$ cat src/rtl/dlfloat_pkg.sv
// Shared constants for the DLFloat datapath: rounding-mode encodings,
// exception-flag bit positions and the packed word width helper.
package dlfloat_pkg;

    localparam logic [2:0] RM_RNE = 3'b000;
    localparam logic [2:0] RM_RTZ = 3'b001;
    localparam logic [2:0] RM_RUP = 3'b010;
    localparam logic [2:0] RM_RDN = 3'b011;
    localparam logic [2:0] RM_RMM = 3'b100;

    localparam int FLG_INEXACT = 0;
    localparam int FLG_OVF     = 1;
    localparam int FLG_INVRM   = 2;
    localparam int FLG_NAN     = 3;

    function automatic int out_width(input int exp_w, input int man_w);
        return 1 + exp_w + man_w;
    endfunction

endpackage

$ cat src/rtl/dlfloat_round_core.sv
// Combinational rounding datapath: decodes guard/sticky, picks the increment
// for the rounding mode, adds it to {exp, mant} and saturates on overflow.
module dlfloat_round_core
    import dlfloat_pkg::*;
#(
    parameter int EXP_W = 6,
    parameter int MAN_W = 9,
    parameter int GRS_W = 4,
    localparam int OUT_W = out_width(EXP_W, MAN_W)
) (
    input  logic             sign_i,
    input  logic [EXP_W-1:0] exp_i,
    input  logic [MAN_W-1:0] man_i,
    input  logic [GRS_W-1:0] extra_i,
    input  logic [2:0]       rm_i,
    output logic [OUT_W-1:0] word_o,
    output logic [3:0]       flags_o
);

    localparam int EM_W = EXP_W + MAN_W;
    localparam logic [EM_W-1:0] MAX_FINITE = {{(EM_W-1){1'b1}}, 1'b0};

    logic            guard;
    logic            sticky;
    logic            lsb;
    logic            inc;
    logic            invalid_rm;
    logic            is_nan;
    logic            overflow;
    logic [EM_W-1:0] em;
    logic [EM_W:0]   sum;

    assign em = {exp_i, man_i};

    always_comb begin
        guard      = extra_i[GRS_W-1];
        sticky     = |extra_i[GRS_W-2:0];
        lsb        = man_i[0];
        inc        = 1'b0;
        invalid_rm = 1'b0;

        case (rm_i)
            RM_RNE: inc = guard & (sticky | lsb);
            RM_RTZ: inc = 1'b0;
            RM_RUP: inc = (guard | sticky) & ~sign_i;
            RM_RDN: inc = (guard | sticky) & sign_i;
            RM_RMM: inc = guard;
            default: begin
                inc        = guard & (sticky | lsb);
                invalid_rm = 1'b1;
            end
        endcase

        // A mantissa carry ripples naturally into the exponent field.
        sum      = {1'b0, em} + {{EM_W{1'b0}}, inc};
        is_nan   = &em;
        overflow = sum[EM_W] | (&sum[EM_W-1:0]);

        flags_o = '0;
        if (is_nan) begin
            word_o           = {sign_i, {EM_W{1'b1}}};
            flags_o[FLG_NAN] = 1'b1;
        end else if (overflow) begin
            word_o               = {sign_i, MAX_FINITE};
            flags_o[FLG_OVF]     = 1'b1;
            flags_o[FLG_INEXACT] = 1'b1;
            flags_o[FLG_INVRM]   = invalid_rm;
        end else begin
            word_o               = {sign_i, sum[EM_W-1:0]};
            flags_o[FLG_INEXACT] = guard | sticky;
            flags_o[FLG_INVRM]   = invalid_rm;
        end
    end

endmodule

$ cat src/rtl/dlfloat_round_pipe.sv
// Two-stage DLFloat rounding pipeline with valid/ready handshake and full
// backpressure: S1 captures the operand, S2 holds the rounded result.
module dlfloat_round_pipe
    import dlfloat_pkg::*;
#(
    parameter int EXP_W = 6,
    parameter int MAN_W = 9,
    parameter int GRS_W = 4,
    localparam int OUT_W = out_width(EXP_W, MAN_W)
) (
    input  logic                   clk,
    input  logic                   rst_n,
    input  logic                   in_valid,
    output logic                   in_ready,
    input  logic [OUT_W+GRS_W-1:0] in_data,
    input  logic [2:0]             in_rm,
    output logic                   out_valid,
    input  logic                   out_ready,
    output logic [OUT_W-1:0]       out_data,
    output logic [3:0]             out_flags
);

    localparam int IN_W = OUT_W + GRS_W;

    logic             s1_valid_q, s1_valid_d;
    logic [IN_W-1:0]  s1_data_q,  s1_data_d;
    logic [2:0]       s1_rm_q,    s1_rm_d;
    logic             s2_valid_q, s2_valid_d;
    logic [OUT_W-1:0] s2_data_q,  s2_data_d;
    logic [3:0]       s2_flags_q, s2_flags_d;

    logic             s2_advance;
    logic [OUT_W-1:0] core_word;
    logic [3:0]       core_flags;

    dlfloat_round_core #(
        .EXP_W (EXP_W),
        .MAN_W (MAN_W),
        .GRS_W (GRS_W)
    ) u_core (
        .sign_i  (s1_data_q[IN_W-1]),
        .exp_i   (s1_data_q[IN_W-2 -: EXP_W]),
        .man_i   (s1_data_q[GRS_W +: MAN_W]),
        .extra_i (s1_data_q[GRS_W-1:0]),
        .rm_i    (s1_rm_q),
        .word_o  (core_word),
        .flags_o (core_flags)
    );

    // S1 may refill whenever its word is leaving, so only a stalled output
    // with a full S1 blocks the input.
    assign s2_advance = ~s2_valid_q | out_ready;
    assign in_ready   = ~s1_valid_q | s2_advance;

    always_comb begin
        s1_valid_d = s1_valid_q;
        s1_data_d  = s1_data_q;
        s1_rm_d    = s1_rm_q;
        s2_valid_d = s2_valid_q;
        s2_data_d  = s2_data_q;
        s2_flags_d = s2_flags_q;

        if (in_ready) begin
            s1_valid_d = in_valid;
            if (in_valid) begin
                s1_data_d = in_data;
                s1_rm_d   = in_rm;
            end
        end

        if (s2_advance) begin
            s2_valid_d = s1_valid_q;
            if (s1_valid_q) begin
                s2_data_d  = core_word;
                s2_flags_d = core_flags;
            end
        end
    end

    always_ff @(posedge clk or negedge rst_n) begin
        if (!rst_n) begin
            s1_valid_q <= 1'b0;
            s1_data_q  <= '0;
            s1_rm_q    <= '0;
            s2_valid_q <= 1'b0;
            s2_data_q  <= '0;
            s2_flags_q <= '0;
        end else begin
            s1_valid_q <= s1_valid_d;
            s1_data_q  <= s1_data_d;
            s1_rm_q    <= s1_rm_d;
            s2_valid_q <= s2_valid_d;
            s2_data_q  <= s2_data_d;
            s2_flags_q <= s2_flags_d;
        end
    end

    assign out_valid = s2_valid_q;
    assign out_data  = s2_data_q;
    assign out_flags = s2_flags_q;

endmodule

$ cat config.mk
export PLATFORM = sky130hd
export DESIGN_NAME = dlfloat_round_pipe
export DESIGN_NICKNAME = d
export VERILOG_FILES = /design/src/rtl/dlfloat_pkg.sv /design/src/rtl/dlfloat_round_core.sv /design/src/rtl/dlfloat_round_pipe.sv
export SDC_FILE = /design/constraint.sdc
export NUM_CORES = 1
export LEC_CHECK = 0
export ABC_AREA = 1
export ABC_CLOCK_PERIOD_IN_PS = 4600
export BUFFER_PORTS_ARGS = -buffer_cell sky130_fd_sc_hd__clkbuf_2
export CAP_MARGIN = 10
export CORE_MARGIN = 4
export CORE_UTILIZATION = 35
export CTS_CLUSTER_SIZE = 20
export DETAILED_ROUTE_END_ITERATION = 10
export GPL_TIMING_DRIVEN = 0
export HOLD_SLACK_MARGIN = 0.15
export PLACE_DENSITY = 0.64
export SLEW_MARGIN = 40
export SYNTH_ARGS = -nofsm -noshare
export SYNTH_HDL_FRONTEND = slang
export SYNTH_SLANG_ARGS = --single-unit
$ cat constraint.sdc
create_clock -name clk -period 4.6 [get_ports clk]
set_input_delay 0.46 -clock clk [delete_from_list [all_inputs] [get_ports clk]]
set_output_delay 0.46 -clock clk [all_outputs]
set_load 0.005 [all_outputs]
==> results.json, run 1 <==
{
  "status": "finished clean",
  "synth_area_per_cell_um2": 7.68,
  "cp_max_fo": 10,
  "cp.required_ns": 4.84,
  "ys_seq_elements": 45,
  "dpl_cell_area_um2": 2750,
  "syn_area_um2": 2410,
  "max_stage_delay_ns": 0.43,
  "multiInputGateArea_um2": 1080,
  "rsz0062_at_grt": "false",
  "p_comb_share_pct": 29.4,
  "grt_pass1_vias": 2132,
  "postRouteAntennaNets": 0,
  "min_period_ns": 2.69,
  "grt_pass1_wl_mm": 9.47,
  "antenna_found_initial": 0,
  "use_met1_pct": 17.0,
  "hold_buffers": 0,
  "syn-num-nets": 344,
  "post-route-period-util_pct": 58.5,
  "synthSimpleGateAreaFrac_pct": 32.5,
  "preCtsSetupSlack_ns": 1.92,
  "power.density_nw_per_um2": 421,
  "track_usage_pct": 14.0,
  "slew_violations": 0,
  "post-dp-hpwl_mm": 4.23,
  "finalHoldWorstSlack_ns": 0.202,
  "top_usage_layer": "met2",
  "synth-adder-area-share_pct": 1.56,
  "fin_worst_skew_ns": 0.00533,
  "die_area_um2": 8280,
  "end_kind": "register",
  "synth_xor_area_share_pct": 0.727,
  "clk_latency_ns": 0.30,
  "cts_sinks": 45,
  "htreeDepth": 2,
  "diodes": 0,
  "use_met2_pct": 24.8,
  "cts_setup_buffers": 0,
  "wirelength_mm": 5.45,
  "nNetsFinal": 399,
  "die_y_um": 91,
  "start_util_pct": 36.9,
  "yosysSeqAreaShare_pct": 46.7,
  "tns_ns": 0,
  "cts_buffers": 5,
  "synth_ff_type": "dfrtp_1",
  "critical_path_class": "reg -> reg",
  "clockPowerShare_pct": 26.0,
  "first_pass_iters": 4,
  "cap_violations": 0,
  "gp_congestion": 0.887,
  "worstPathArrival_ns": 2.93,
  "seqPwrFrac_pct": 44.6,
  "io_buffers": 48,
  "avgViaCountPerCell": 4.71,
  "p_int_w": 0.000814,
  "slew_headroom_pct": 58.6,
  "clock_path_buffers": 2,
  "synth_cells": 314,
  "design_power_total_w": 0.00121,
  "ir_drop_mv": 0.184,
  "synth_cell_types": 25,
  "postLayoutCellArea_um2": 2870,
  "drive_gt1_share_pct": 24.3,
  "setup_viol": 0,
  "crit_chain": "xor2_1 -> o41ai_1 -> ha_1 -> ha_1 -> nand3_1 -> nor2_2 -> nand3_1 -> nand2_1 -> nand2_1 -> nor2_1 -> nand3_2 -> buf_6 -> nand3_1 -> nand2_1 -> inv_1",
  "syn_to_final_growth_pct": 19.0,
  "synth_compound_area_share_pct": 8.10,
  "cts.clk_slew.worst_paths_ns": 0.08,
  "slowest_stage": "o41ai_1",
  "grtUsageMet3_pct": 3.39,
  "yosys_warnings": 0,
  "overflow": 0,
  "drc": 0,
  "vias": 2104,
  "synth.mux.area_fraction_pct": 1.87,
  "dieWidth_um": 91,
  "hp-class": "in -> async",
  "rr_worst_depth": 15,
  "power_switching_w": 0.000395,
  "worstMarginPinSlew_ns": 0.620,
  "core_area_um2": 6530,
  "drt_iter0_markers": 55,
  "synthArstFlopShare_pct": 100,
  "synth_edf_count": 0,
  "num_rows": 29,
  "hold_viol": 0,
  "clockRootBuffer": "clkbuf_8",
  "avgRoutedWirePerCell_um": 12.2,
  "synth_top_family_by_area": "simple AND/OR/NAND/NOR gates",
  "n_fill_cell": 701,
  "post_cts_resized": 0,
  "swShare_pct": 32.7,
  "cts_tree": "yes",
  "critPathLaunchType": "register",
  "setup_ws_ns": 1.91,
  "seq_area_um2": 1130,
  "fmax_ghz": 0.372,
  "p_leak_nw": 1.51,
  "io_pins": 49,
  "grt_max_degree": 46
}
[power groups by stage]
| stage | combinational [W] | clock, W | sequential, W |
|---|---|---|---|
| after floorplan | 0.000227 | 0 | 0.000543 |
| after global placement | 0.000357 | 0 | 0.000546 |
| after detailed placement | 0.000362 | 0 | 0.000549 |
| after CTS | 0.000364 | 0.000325 | 0.000541 |
| after global routing | 0.000412 | 0.000341 | 0.000553 |
| final | 0.000356 | 0.000314 | 0.000539 |
[metrics by stage]
step / util, % / std cells
2_1_floorplan: - / 314
3_3_place_gp: 42.1 / 439
3_5_place_dp: 42.1 / 439
4_1_cts: 43.9 / 447
5_1_grt: 43.9 / 447
6_report: 43.9 / 447
[per-layer routing]
layer	up-vias	part of all wire, %
met5	-	0
met4	0	1.0
met3	6	4.7
met2	42	49
met1	959	45
li1	1097	-
[placed cells by master (no fill, tap or decap), drive strengths merged, types with 4 or more instances in the layout]
cell type,n
a21oi,28
clkbuf,59
dfrtp,45
inv,43
mux2,4
nand2,77
nand3,26
nand4,5
nor2,47
o21ai,6
or2,14
[synth_stat cells, drive strengths merged (2+ instances only)]
cell / instances / area (µm²)
a21oi: 28 / 140
buf: 3 / 26.3
clkbuf: 5 / 18.8
dfrtp: 45 / 1130
ha: 3 / 37.5
inv: 43 / 161
mux2: 4 / 45.0
nand2: 77 / 294
nand3: 26 / 150
nand4: 5 / 31.3
nor2: 47 / 204
nor3: 2 / 10.0
o21ai: 6 / 30.0
or2: 14 / 87.6
xor2: 2 / 17.5
[sequential cells by signal, summed over array words and instances, names as in the netlist]
name and cells:
out_data 16, out_flags 4, out_valid 1, s1_data_q 20, s1_rm_q 3, s1_valid_q 1
[worst paths after layout]
kind                                          start                        end  slack [ns]
max                          s1_rm_q[0]$_DFFE_PN0P_    out_data[8]$_DFFE_PN0P_        1.91
min                                           rst_n  s1_data_q[13]$_DFFE_PN0P_        0.20
max reg2reg                  s1_rm_q[0]$_DFFE_PN0P_    out_data[8]$_DFFE_PN0P_        1.91
min reg2reg                out_flags[1]$_DFFE_PN0P_   out_flags[1]$_DFFE_PN0P_        0.49
max in group asynchronous                     rst_n    out_data[0]$_DFFE_PN0P_        3.99
min in group clk                         in_data[0]   s1_data_q[0]$_DFFE_PN0P_        0.39
[kinds of logic (layout without fill, tap and decap cells)]
logic type | count (synthesis) | after routing
muxes | 4 | 4
xor gates and xnor gates | 2 | 2
and+or+nand+nor | 172 | 172
adders and majority gates | 3 | 3
AOI/OAI and AO/OA | 37 | 37
DFF | 45 | 45
buffers and inverters | 51 | 107
[worst max-delay path, delay by kind of cell, from the launching register on]
kind | cells | cell delay (ns)
AND/OR/NAND/NOR | 9 | 1.02
AO/OA/AOI/OAI | 1 | 0.43
adder cells (fa/ha/maj) | 2 | 0.41
flip-flops | 1 | 0.39
buffers and inverters | 2 | 0.23
XOR/XNOR | 1 | 0.16
[layout make-up]
| class | count | share of cell area, % |
|---|---|---|
| timing repair buffer | 48 | 8.46 |
| multi-input combinational | 218 | 37.6 |
| sequential | 45 | 39.2 |
| clock buffer | 6 | 2.88 |
| buffer | 8 | 1.57 |
| tap | 77 | 3.36 |
| clock inverter | 2 | 1.31 |
| inverter | 43 | 5.62 |
(Power assumes the default switching activity.)
==> inputs of run 2 (changes only) <==
Settings changed: ABC_AREA 1 to 0, ABC_CLOCK_PERIOD_IN_PS 4600 to 2500.
Clock period 4.6 ns to 2.5 ns, I/O delays scaled along.
==> run 2 against run 1 <==
Setup slack worse by 2.1 ns. Combinational power grew 49%. Worst hold slack worse by 0.046 ns. Synthesized cell count is 33% lower. Via count fell by 16%. The flow now finishes with violations (setup timing). Clock power increased by 78%. Critical endpoint is now out_data[0]$_DFFE_PN0P_. Sequential cell count unchanged. Die area shrank 5.3%. Final area is 0.92% lower.
==> results.json, run 2 <==
{
  "synth_compound_area_share_pct": 11.9,
  "slew_headroom_pct": 60.5,
  "antenna_found_initial": 0,
  "die_y_um": 88.6,
  "post-dp-hpwl_mm": 3.73,
  "num_rows": 29,
  "synth_cells": 209,
  "violations": "setup timing",
  "drc": 0,
  "clock_path_buffers": 2,
  "fmax_ghz": 0.378,
  "n_fill_cell": 643,
  "cts_sinks": 45,
  "end_kind": "register",
  "syn_area_um2": 2270,
  "hp-class": "in -> reg",
  "postRouteAntennaNets": 0,
  "design_power_total_w": 0.00207,
  "final_common_cell": "clkbuf_2",
  "synth_area_per_cell_um2": 10.9,
  "holdPathEnd": "s1_valid_q$_DFFE_PN0N_",
  "syn-num-nets": 239,
  "setup_viol": 3,
  "mostFrequentLayoutCells": "47 x clkbuf_2, 45 x dfrtp_1, 26 x nor2_1",
  "rsz0062_at_grt": "true",
  "vias": 1760,
  "cts.clk_slew.worst_paths_ns": 0.08,
  "synth_top_cell_area_share_pct": 49.6,
  "multiInputGateArea_um2": 1160,
  "synth_edf_count": 0,
  "avgRoutedWirePerCell_um": 14.1,
  "slew_violations": 0,
  "synth.mux.area_fraction_pct": 11.8,
  "synthArstFlopShare_pct": 100,
  "synthSimpleGateAreaFrac_pct": 17.5,
  "yosys-top-cells-count": "45 x dfrtp_1, 27 x nor2_1, 23 x mux2_2, 12 x nand2_1, 10 x xnor2_1",
  "nNetsFinal": 300,
  "cp.required_ns": 2.69,
  "diodes": 0,
  "fin_util_pct": 45.0,
  "synth_top_area_cell": "dfrtp_1",
  "synth-adder-area-share_pct": 1.65,
  "overflow": 0,
  "critPathLaunchType": "register",
  "clockRootBuffer": "clkbuf_8",
  "io_pins": 49,
  "min-delay-start": "in_valid",
  "grt_pass1_vias": 1722,
  "clk_latency_ns": 0.29,
  "cp_max_fo": 5,
  "track_usage_pct": 13.3,
  "power.density_nw_per_um2": 727,
  "cts_tree": "yes",
  "wirelength_mm": 4.92,
  "largest_reg_flops": 20,
  "rr_worst_depth": 11,
  "post-place-cells": 334,
  "core_area_um2": 6310,
  "synth_ff_type": "dfrtp_1",
  "reg2reg_to": "out_data[0]$_DFFE_PN0P_",
  "hold_viol": 0,
  "r2r_slack_ns": -0.15,
  "gp_congestion": 0.894,
  "grt_max_degree": 46,
  "cap_violations": 0,
  "setup_ws_ns": -0.148,
  "status": "finished with violations",
  "largest_register": "s1_data_q",
  "post-route-period-util_pct": 106,
  "fin_worst_skew_ns": 0.00625,
  "reg2reg_from": "s1_data_q[0]$_DFFE_PN0P_",
  "io_buffers": 48,
  "p_leak_nw": 1.19,
  "die_area_um2": 7840,
  "syn_to_final_growth_pct": 25.2,
  "synth.area.top_cells": "dfrtp_1 50%, mux2_2 11%, nor2_1 4.5%, xnor2_1 3.9%, a21oi_2 2.3%",
  "avgViaCountPerCell": 5.06,
  "synth_cell_types": 45,
  "start_util_pct": 36.0,
  "yosys_warnings": 0,
  "finalHoldWorstSlack_ns": 0.156,
  "cts_buffers": 5,
  "ys_seq_elements": 45,
  "first_pass_iters": 4,
  "seq_area_um2": 1130,
  "critical_path_class": "reg -> reg",
  "min_period_ns": 2.65,
  "yosysMostFrequentCell": "dfrtp_1",
  "drt_iter0_markers": 80,
  "synth_top_family_by_area": "simple AND/OR/NAND/NOR gates",
  "synth_xor_area_share_pct": 5.01,
  "worstPathArrival_ns": 2.83,
  "yosysSeqAreaShare_pct": 49.6,
  "ir_drop_mv": 0.262,
  "worstMarginPinSlew_ns": 0.592,
  "htreeDepth": 2,
  "drive_gt1_share_pct": 42.1,
  "stdcell_count": 348,
  "dieWidth_um": 88.6,
  "grt_pass1_wl_mm": 8.17,
  "holdPathStages": 2
}
-- run 2: cell count changes after synthesis, sizes merged, moves of 8 or more --
cell	previous run	this run
a31oi	0	8
nand2	77	12
inv	43	4
a21oi	28	14
nor2	47	27
xnor2	0	10
mux2	4	23
nand3	26	4
or2	14	2
-- run 2: cell families (layout without fill, tap and decap cells) --
kind of cell	count (synthesis)	count (layout)
compound gates	40	40
flops	45	45
xor+xnor	13	13
buf+inv	12	74
fa+ha+maj	3	3
simple gates	72	72
mux	24	24
-- run 2: per-stage QoR --
stage | TNS [ns] | cell area (µm²) | setup slack, ns
finish | -0.382 | 2840 | -0.148
CTS | -0.495 | 2820 | -0.185
floorplan | 0 | 2310 | 0.0203
detailed placement | -0.947 | 2650 | -0.346
global route | -0.806 | 2840 | -0.277
global placement | -0.878 | 2640 | -0.330
-- run 2: area by class of cell --
class / instances / area share [%]
timing repair buffer: 54 / 10.2
clock inverter: 1 / 1.06
inverter: 4 / 0.528
sequential: 45 / 39.6
clock buffer: 7 / 3.04
buffer: 8 / 1.50
tap: 77 / 3.39
multi-input combinational: 152 / 40.7
-- run 2: repair_timing --
item	CTS	global route
endpoints found under the setup margin	3	5
setup buffers	4	1
pin swaps	11	5
hold buffers	1	0
gates resized for setup	5	5
hold endpoints to repair	45	0
-- run 2: report_power, final --
part	switching [W]	internal, W	leakage (nW)
clock	0.000234	0.000326	0.0585
combinational	0.000258	0.000273	0.610
sequential	0.000120	0.000856	0.517
-- run 2: worst max-delay path by stage --
stage / start / end / slack (ns)
after floorplan: s1_data_q[1]$_DFFE_PN0P_ / out_data[0]$_DFFE_PN0P_ / 0.02
after global placement: s1_data_q[1]$_DFFE_PN0P_ / out_data[0]$_DFFE_PN0P_ / -0.33
after detailed placement: s1_rm_q[0]$_DFFE_PN0P_ / out_data[0]$_DFFE_PN0P_ / -0.35
after CTS: s1_data_q[0]$_DFFE_PN0P_ / out_data[0]$_DFFE_PN0P_ / -0.19
after global routing: s1_data_q[0]$_DFFE_PN0P_ / out_flags[1]$_DFFE_PN0P_ / -0.28
final: s1_data_q[0]$_DFFE_PN0P_ / out_data[0]$_DFFE_PN0P_ / -0.15
-- run 2: worst max-delay path, cell delays in order, from the launching register on --
cell and delay (ns):
dfrtp_1 0.38, or3_4 0.39, buf_4 0.14, a21oi_1 0.16, nor2_2 0.08, ha_2 0.18
ha_4 0.18, a21oi_4 0.13, mux2i_2 0.10, a2111oi_2 0.36, nand4_1 0.25, o2bb2ai_1 0.18
-- run 2: layer usage --
| metal | vias up | GRT usage, % | part of all wire, % |
|---|---|---|---|
| met1 | 831 | 17.6 | 45 |
| met4 | 0 | 3.30 | 0.87 |
| met5 | - | 0 | 0 |
| li1 | 872 | - | - |
| met2 | 49 | 21.8 | 49 |
| met3 | 8 | 3.45 | 5.4 |
==> inputs of run 3 (changes only) <==
Settings changed: ABC_AREA 0 to 1.
==> run 3 against run 2 <==
The run still ends with setup timing left. First-iteration DRC count fell by 3.8%. Die area rose by 5.6%. Core utilization rose by 1.3 points. Via count rose by 22%. Worst hold slack improved by 0.028 ns. Critical endpoint is now out_data[13]$_DFFE_PN0P_.
==> results.json, run 3 (synthesized netlist as in run 1, its figures left out) <==
{
  "status": "finished with violations",
  "violations": "setup timing",
  "dieWidth_um": 91,
  "end_kind": "register",
  "hp-class": "in -> reg",
  "largest_register": "s1_data_q",
  "cp_max_fo": 7,
  "first_pass_iters": 4,
  "min_period_ns": 2.56,
  "num_rows": 29,
  "cap_violations": 0,
  "clk_latency_ns": 0.29,
  "setup_ws_ns": -0.0603,
  "hold_viol": 0,
  "r2r_slack_ns": -0.06,
  "fin_util_pct": 46.3,
  "wirelength_mm": 5.65,
  "reg2reg_from": "s1_rm_q[1]$_DFFE_PN0P_",
  "vias": 2143,
  "slowest_stage": "dfrtp_1",
  "diodes": 0,
  "cts_tree": "yes",
  "rsz0062_at_grt": "true",
  "grt_max_degree": 46,
  "max_stage_delay_ns": 0.38,
  "antenna_found_initial": 0,
  "fin_worst_skew_ns": 0.00566,
  "clock_path_buffers": 2,
  "cp.required_ns": 2.74,
  "worstMarginPinSlew_ns": 0.610,
  "setup_viol": 12,
  "post-dp-hpwl_mm": 4.23,
  "postRouteAntennaNets": 0,
  "die_y_um": 91,
  "p_leak_nw": 1.55,
  "grt_pass1_wl_mm": 9.76,
  "critPathLaunchType": "register",
  "cts_buffers": 5,
  "gp_congestion": 0.887,
  "cpMostUsedCell": "nand2_1",
  "min-delay-start": "in_data[0]",
  "htreeDepth": 2,
  "drt_iter0_markers": 77,
  "syn_to_final_growth_pct": 25.5,
  "cts_sinks": 45,
  "io_pins": 49,
  "worstPathArrival_ns": 2.80,
  "avgViaCountPerCell": 4.74,
  "crit_chain": "inv_2 -> nand2_1 -> nor2_1 -> o21ai_2 -> o41ai_4 -> ha_2 -> ha_4 -> nand3_2 -> nor2_4 -> nand3_1 -> nand2_1 -> nand2_1 -> nor2_1 -> nand3_4 -> buf_6 -> nand3_1 -> nand2_1 -> inv_1",
  "overflow": 0,
  "power.density_nw_per_um2": 760,
  "ir_drop_mv": 0.340,
  "critical_path_class": "reg -> reg",
  "drive_gt1_share_pct": 30.7,
  "cts.clk_slew.worst_paths_ns": 0.09,
  "clockRootBuffer": "clkbuf_8",
  "start_util_pct": 36.9,
  "avgRoutedWirePerCell_um": 12.5,
  "largest_reg_flops": 20,
  "die_area_um2": 8280,
  "final_common_cell": "nand2_1",
  "fmax_ghz": 0.391,
  "io_buffers": 48,
  "nNetsFinal": 404,
  "critPathLaunch": "s1_rm_q[1]$_DFFE_PN0P_",
  "post-route-period-util_pct": 102,
  "drc": 0,
  "grt_pass1_vias": 2166,
  "n_fill_cell": 687,
  "design_power_total_w": 0.00230,
  "core_area_um2": 6530,
  "track_usage_pct": 14.4,
  "slew_headroom_pct": 59.3,
  "mostFrequentLayoutCells": "70 x nand2_1, 47 x clkbuf_2, 45 x dfrtp_1",
  "slew_violations": 0
}
-- run 3: cell types whose count changed in the layout (fill, tap and decap cells not counted), sizes merged, moves of 3 or more --
cell    change
a21oi      +14
nor3        -3
nor2       +20
a31oi       -8
buf         -3
or2        +12
nand3      +22
xnor2      -10
nand2      +65
inv        +39
mux2       -19
nand2b      -3
and4b       -3
-- run 3: routing by layer --
| layer | wire [µm] | track usage, % | part of all wire (%) |
|---|---|---|---|
| met3 | 263 | 3.39 | 4.7 |
| met5 | 0 | 0 | 0 |
| met4 | 39 | 3.39 | 0.69 |
| met2 | 2880 | 25.7 | 51 |
| met1 | 2480 | 17.7 | 44 |
-- run 3: repair_timing --
action,CTS,global route
hold buffers,1,0
setup endpoints to repair,17,17
buffers inserted,2,1
cloned,1,0
endpoints found under the hold margin,45,0
gates resized for setup,21,10
pin swaps,6,1
-- run 3: where the power goes --
| part | internal [W] | switching [W] |
|---|---|---|
| Sequential | 0.000888 | 0.000113 |
| Clock | 0.000325 | 0.000249 |
| Combinational | 0.000324 | 0.000401 |
-- run 3: layout make-up --
class / count / area, µm² / share of cell area, %
well taps: 77 / 96.3 / 3.18
repair buffers: 53 / 287 / 9.47
plain buffers: 8 / 45.0 / 1.49
flip-flops and latches: 45 / 1130 / 37.2
inverters: 43 / 161 / 5.33
clock inverters: 2 / 37.5 / 1.24
clock buffers: 6 / 82.6 / 2.73
multi-input cells: 218 / 1190 / 39.4
-- run 3: metrics by stage --
stage | setup TNS [ns] | area [µm²] | hold slack, ns | setup WS [ns] | instances
2_1_floorplan | 0 | 2410 | -0.0456 | 0.121 | 314
3_3_place_gp | -2.15 | 2750 | 0.472 | -0.182 | 439
3_5_place_dp | -2.08 | 2750 | 0.338 | -0.181 | 439
4_1_cts | 0 | 2980 | 0.173 | 0.0117 | 451
5_1_grt | -3.69 | 3030 | 0.184 | -0.265 | 452
6_report | -0.457 | 3030 | 0.184 | -0.0603 | 452
-- run 3: path summary, 6_finish.rpt --
path	endpoint	depth (start not counted)
max reg2reg	out_data[13]$_DFFE_PN0P_	18
max	out_data[13]$_DFFE_PN0P_	18
max in group asynchronous	out_data[0]$_DFFE_PN0P_	2
min reg2reg	out_flags[1]$_DFFE_PN0P_	2
min	s1_data_q[0]$_DFFE_PN0P_	2
min in group asynchronous	s1_data_q[13]$_DFFE_PN0P_	2
-- run 3: critical path: cells and delay by family, from the launching register on --
kind	cells	cell delay (ns)
and+or+nand+nor	11	1.25
adders and majority gates	2	0.42
DFF	1	0.38
buffers and inverters	3	0.30
AOI/OAI and AO/OA	2	0.17
